[src/rtl/pipeline_stall_sequencer.sv]
// Pipeline stall/flush sequencer: arbitrates memory stalls, debug halt,
// control hazards and load-use hazards into per-stage register enables.
// Optional stall performance counter: define PIPELINE_STALL_SEQUENCER_PERF_EN.
module pipeline_stall_sequencer #(
    parameter int unsigned MEM_TIMEOUT = 8,
    parameter int unsigned CNT_W       = 16
) (
    input  logic             clk,
    input  logic             reset,
    input  logic [4:0]       id_rn,
    input  logic [4:0]       id_rm,
    input  logic [4:0]       ex_rd,
    input  logic             ex_load_inst,
    input  logic             ex_rf_enable,
    input  logic             control_hazard,
    input  logic             mem_access,
    input  logic             mem_ready,
    input  logic             halt_req,
    output logic             pc_load_enable,
    output logic             if_id_enable,
    output logic             id_ex_enable,
    output logic             ex_mem_enable,
    output logic             mem_wb_enable,
    output logic             control_nop,
    output logic             if_id_flush,
    output logic             mem_fault,
    output logic [1:0]       state,
    output logic [CNT_W-1:0] stall_cycles
);

    localparam int unsigned WAIT_W   = $clog2(MEM_TIMEOUT + 1);
    localparam int unsigned NUM_STG  = 5;

    typedef enum logic [1:0] {
        ST_RUN      = 2'b00,
        ST_MEM_WAIT = 2'b01,
        ST_HALT     = 2'b10,
        ST_FAULT    = 2'b11
    } state_e;

    state_e              state_q, state_d;
    logic [WAIT_W-1:0]   wait_cnt_q, wait_cnt_d;
    logic [NUM_STG-1:0]  en;
    logic                memstall;
    logic                load_use;

    assign memstall = mem_access & ~mem_ready;
    assign load_use = ex_load_inst & ex_rf_enable & (ex_rd != 5'd0) &
                      ((ex_rd == id_rn) | (ex_rd == id_rm));

    // State and wait-counter registers
    always_ff @(posedge clk or posedge reset) begin
        if (reset) begin
            state_q    <= ST_RUN;
            wait_cnt_q <= '0;
        end else begin
            state_q    <= state_d;
            wait_cnt_q <= wait_cnt_d;
        end
    end

    // Next-state and combinational stage-control decode
    always_comb begin
        state_d     = state_q;
        wait_cnt_d  = wait_cnt_q;
        en          = '1;
        control_nop = 1'b0;
        if_id_flush = 1'b0;
        mem_fault   = 1'b0;
        case (state_q)
            ST_RUN: begin
                if (memstall) begin
                    en         = '0;
                    wait_cnt_d = '0;
                    state_d    = ST_MEM_WAIT;
                end else begin
                    if (control_hazard) begin
                        if_id_flush = 1'b1;
                        control_nop = 1'b1;
                    end else if (load_use) begin
                        en[4]       = 1'b0;
                        en[3]       = 1'b0;
                        control_nop = 1'b1;
                    end
                    if (halt_req) begin
                        state_d = ST_HALT;
                    end
                end
            end
            ST_MEM_WAIT: begin
                if (memstall) begin
                    en = '0;
                    if (wait_cnt_q == WAIT_W'(MEM_TIMEOUT - 1)) begin
                        state_d = ST_FAULT;
                    end else begin
                        wait_cnt_d = wait_cnt_q + WAIT_W'(1);
                    end
                end else begin
                    state_d = halt_req ? ST_HALT : ST_RUN;
                end
            end
            ST_HALT: begin
                en = '0;
                if (!halt_req) begin
                    state_d = ST_RUN;
                end
            end
            ST_FAULT: begin
                en        = '0;
                mem_fault = 1'b1;
            end
            default: begin
                state_d = ST_RUN;
            end
        endcase
    end

    assign pc_load_enable = en[4];
    assign if_id_enable   = en[3];
    assign id_ex_enable   = en[2];
    assign ex_mem_enable  = en[1];
    assign mem_wb_enable  = en[0];
    assign state          = state_q;

`ifdef PIPELINE_STALL_SEQUENCER_PERF_EN
    logic [CNT_W-1:0] stall_q;

    // Saturating count of edges where the PC is held
    always_ff @(posedge clk or posedge reset) begin
        if (reset) begin
            stall_q <= '0;
        end else if (!pc_load_enable && (stall_q != {CNT_W{1'b1}})) begin
            stall_q <= stall_q + CNT_W'(1);
        end
    end

    assign stall_cycles = stall_q;
`else
    assign stall_cycles = '0;
`endif

endmodule

[config.mk]
export PLATFORM = sky130hd
export DESIGN_NAME = pipeline_stall_sequencer
export DESIGN_NICKNAME = d
export VERILOG_FILES = /design/src/rtl/pipeline_stall_sequencer.sv
export SDC_FILE = /design/constraint.sdc
export NUM_CORES = 1
export LEC_CHECK = 0
export BUFFER_PORTS_ARGS = -buffer_cell sky130_fd_sc_hd__buf_4
export CAP_MARGIN = 20
export CORE_ASPECT_RATIO = 0.9
export CORE_MARGIN = 10
export CORE_UTILIZATION = 41
export CTS_BUF_LIST = sky130_fd_sc_hd__clkbuf_16
export CTS_CLUSTER_DIAMETER = 150
export DETAILED_ROUTE_END_ITERATION = 12
export HOLD_SLACK_MARGIN = 0.05
export PLACE_DENSITY = 0.78
export SLEW_MARGIN = 20
export SYNTH_ARGS = -nofsm -noshare
export SYNTH_HDL_FRONTEND = slang
export SYNTH_SLANG_ARGS = --single-unit
[constraint.sdc]
create_clock -name clk -period 1.75 [get_ports clk]
set_clock_uncertainty 0.1 [all_clocks]
set_input_delay 0.35 -clock clk [delete_from_list [all_inputs] [get_ports clk]]
set_output_delay 0.35 -clock clk [all_outputs]
set_load 0.01 [all_outputs]
==> key figures <==
Clock network
  • Clock latency at the later pin of the worst-skew pair: between 0.2 and 0.25 ns
  • Clock slew at reported path FFs: 0.03 ns
  • CTS tree: built
  • TritonCTS Buffers: 3
  • CTS root buf: clkbuf_16
  • Clock Sinks: 6
  • Worst-case clock buffer depth: 2
  • Max H-tree Level: 1

Setup path
  • CP endpoint kind: primary output
  • Crit start category: input port
  • Crit path kind: in2out
  • Slowest CP cell: or4_4
  • Cell mode on critical path: buf_6
  • CP Cell Sequence: buf_6 -> or4_4 -> nor2_4 -> nor3_2 -> a21o_1 -> buf_6
  • CP Max Fanout: 2
  • CP bufs+invs: 2
  • Critical Path RT: approximately 1.3 ns
  • Largest delay contributor family on the critical path: simple AND/OR/NAND/NOR gates
  • Data arrival time of the worst path: 1.45 ns
  • Max stage delay on crit path: around 0.53 ns

Synthesis
  • Post-Syn Instances: 90
  • Sequential fraction of the synthesis area: 19.9%
  • Yosys cell types: 31
  • Commonest cells post-synth: 19 x buf_4, 10 x xnor2_1, 7 x inv_1
  • FFs w/ async S/R, synth: 100%
  • Mapped Area: 754 sq um
  • Top cell type's share of synthesized area: about 20%
  • Yosys warnings: 0
  • Top_reg_cell synth: dfrtp_1
  • Syn avg cell area: around 8.4 sq um
  • Most frequent cell after synthesis: buf_4
  • Post-synthesis register bit count: 6
  • Post-synth EDFFs: 0
  • Area contributors post-synth: dfrtp_1 20%, buf_4 19%, xnor2_1 12%
  • Yosys top cell by area: dfrtp_1

Finish
  • Post-layout util: 70.6%
  • Ant diodes: 0
  • FF+latch area: 153 sq um
  • Fin nets: 165
  • Share of cells above drive strength 1: 46.7%
  • Area Overhead vs Synth: 60.5%
  • Multi-input gate area: 551 sq um
  • Layout fillers: 147
  • Post-route cell area: between 1000 and 1500 sq um

Power and ir drop
  • Pleak: 0.596 nW
  • Clk pwr share: between 20% and 30%
  • Design Power: 0.00139 W
  • Power per Cell Area: 1150 nW/um^2
  • Comb pwr share: around three fifths
  • Flop pwr share: ~15%
  • Peak supply drop: ~0.0012 V
  • Pint: just over 0.0009 W
  • Net Switching: 0.000473 W
  • Sw frac: approximately a third

Floorplanning
  • FP Rows: 14
  • Die width: about 65 um
  • Die footprint: between 3000 and 4000 sq um
  • Die H: about 61 um
  • Initial core utilization: 44.0%
  • Core area: 1720 sq um
  • Io pins: 49

Worst hold path
  • Worst hold path class: reg2reg

Drt
  • Vias per inst: ~4.5
  • WL final: 2210 um
  • Routed length per instance: 13.9 um
  • DRC: 0
  • DR pass1 iterations: 4
  • DRT antenna net count: 0
  • DRT iter0 DRCs: 20
  • Vias: 714

STA
  • Slack of the critical path: -0.154 ns
  • Final Hold Viols: 0
  • WHS: around 0.42 ns
  • Period utilization: 109%
  • Setup violators final: 3
  • Final min period: 1.90 ns
  • Setup TNS: -0.415 ns
  • Max Transition Viols Final: 0
  • Fmax: 525 MHz
  • RSZ-0062 raised after global routing: true

Outcome
  • Outcome: finished, violations left
  • Failing checks: setup timing

Place
  • Input/output buffers: 32
  • RePlAce Congestion: 0.776
  • Placement Cell Area: 1020 sq um
  • Dpl hpwl: approximately 1800 um

GRT
  • GRT Total Usage: about a tenth
  • Total global routing overflow: 0
  • Initial antenna violation count: 0
  • Vias in the first global route: 713
  • Largest net degree at the start of global routing: 8
  • Wire length of the first global-routing pass: between 3000 and 4000 um

Run
  • Max-Cap Viols: 0
==> final timing paths <==
kind                                           startpoint                        end  slack (ns)  cells past startpoint
min in group asynchronous                           reset  wait_cnt_q[0]$_DFFE_PP0P_        0.49                      3
worst max-delay path                             ex_rd[1]                control_nop       -0.15                      6
worst max register to register       state[0]$_DFFE_PP0P_       state[0]$_DFFE_PP0P_        0.13                      5
worst min register to register  wait_cnt_q[0]$_DFFE_PP0P_  wait_cnt_q[0]$_DFFE_PP0P_        0.42                      1
max in group asynchronous                           reset       state[0]$_DFFE_PP0P_        0.87                      3
worst min-delay path            wait_cnt_q[0]$_DFFE_PP0P_  wait_cnt_q[0]$_DFFE_PP0P_        0.42                      1
==> metrics by stage <==
step / worst slack (ns) / cells
floorplan: -0.0263 / 105
CTS: -0.156 / 158
global route: -0.186 / 159
global placement: -0.150 / 148
finish: -0.154 / 159
detailed placement: -0.165 / 148
==> area by class of cell <==
cell class / instances / share of cell area, %
multi-input cells: 73 / 45.5
repair buffers: 45 / 30.6
flip-flops and latches: 6 / 12.6
clock buffers: 3 / 6.20
well taps: 24 / 2.48
inverters: 7 / 2.38
clock inverters: 1 / 0.310
==> power by group through the flow <==
stage	sequential (W)	clock (W)	combinational (W)
finish	0.000205	0.000370	0.000815
floorplan	0.000219	0	0.000440
global route	0.000210	0.000386	0.000891
global placement	0.000215	0	0.000623
CTS	0.000199	0.000377	0.000731
detailed placement	0.000217	0	0.000640
==> layer usage <==
layer	global-route usage, %	part of all wire [%]	up-vias
met5	0	0	-
met4	4.57	2.5	0
met3	4.60	12	4
met2	17.5	46	39
met1	10.1	39	314
li1	-	-	357
==> sequential cells by signal, summed over array words and instances, names as in the netlist <==
register,count
state,2
wait_cnt_q,4
==> layout by cell type, fill, tap and decap left out, types with 3 or more instances in the layout <==
cell,instances
buf_4,36
conb_1,16
xnor2_1,10
buf_6,8
inv_1,6
nand3_1,5
nand2_1,4
ha_1,4
dfrtp_1,4
o21ai_0,3
and3_1,3
nor2_4,3
clkbuf_16,3
==> cells by family (layout without fill, tap and decap cells) <==
kind of cell             after synthesis  in the layout  synth area share, %
adder cells (fa/ha/maj)                6              6                 9.95
multiplexers                           2              2                 2.98
flip-flops                             6              6                 19.9
AND/OR/NAND/NOR                       27             27                 22.6
buffers and inverters                 26             56                 22.4
XOR/XNOR                              11             11                 12.8
AO/OA/AOI/OAI                         11             11                 8.96
other                                  1             16                0.497
==> what timing repair did <==
action | 4_1_cts | 5_1_grt
buffers inserted | 5 | 1
setup endpoints to repair | 6 | 6
pin swaps | 3 | 2
hold endpoints to repair | 6 | 0
hold buffers | 1 | 0
gates resized for setup | 3 | 11
No activity file was read; power rests on OpenSTA's default activity.
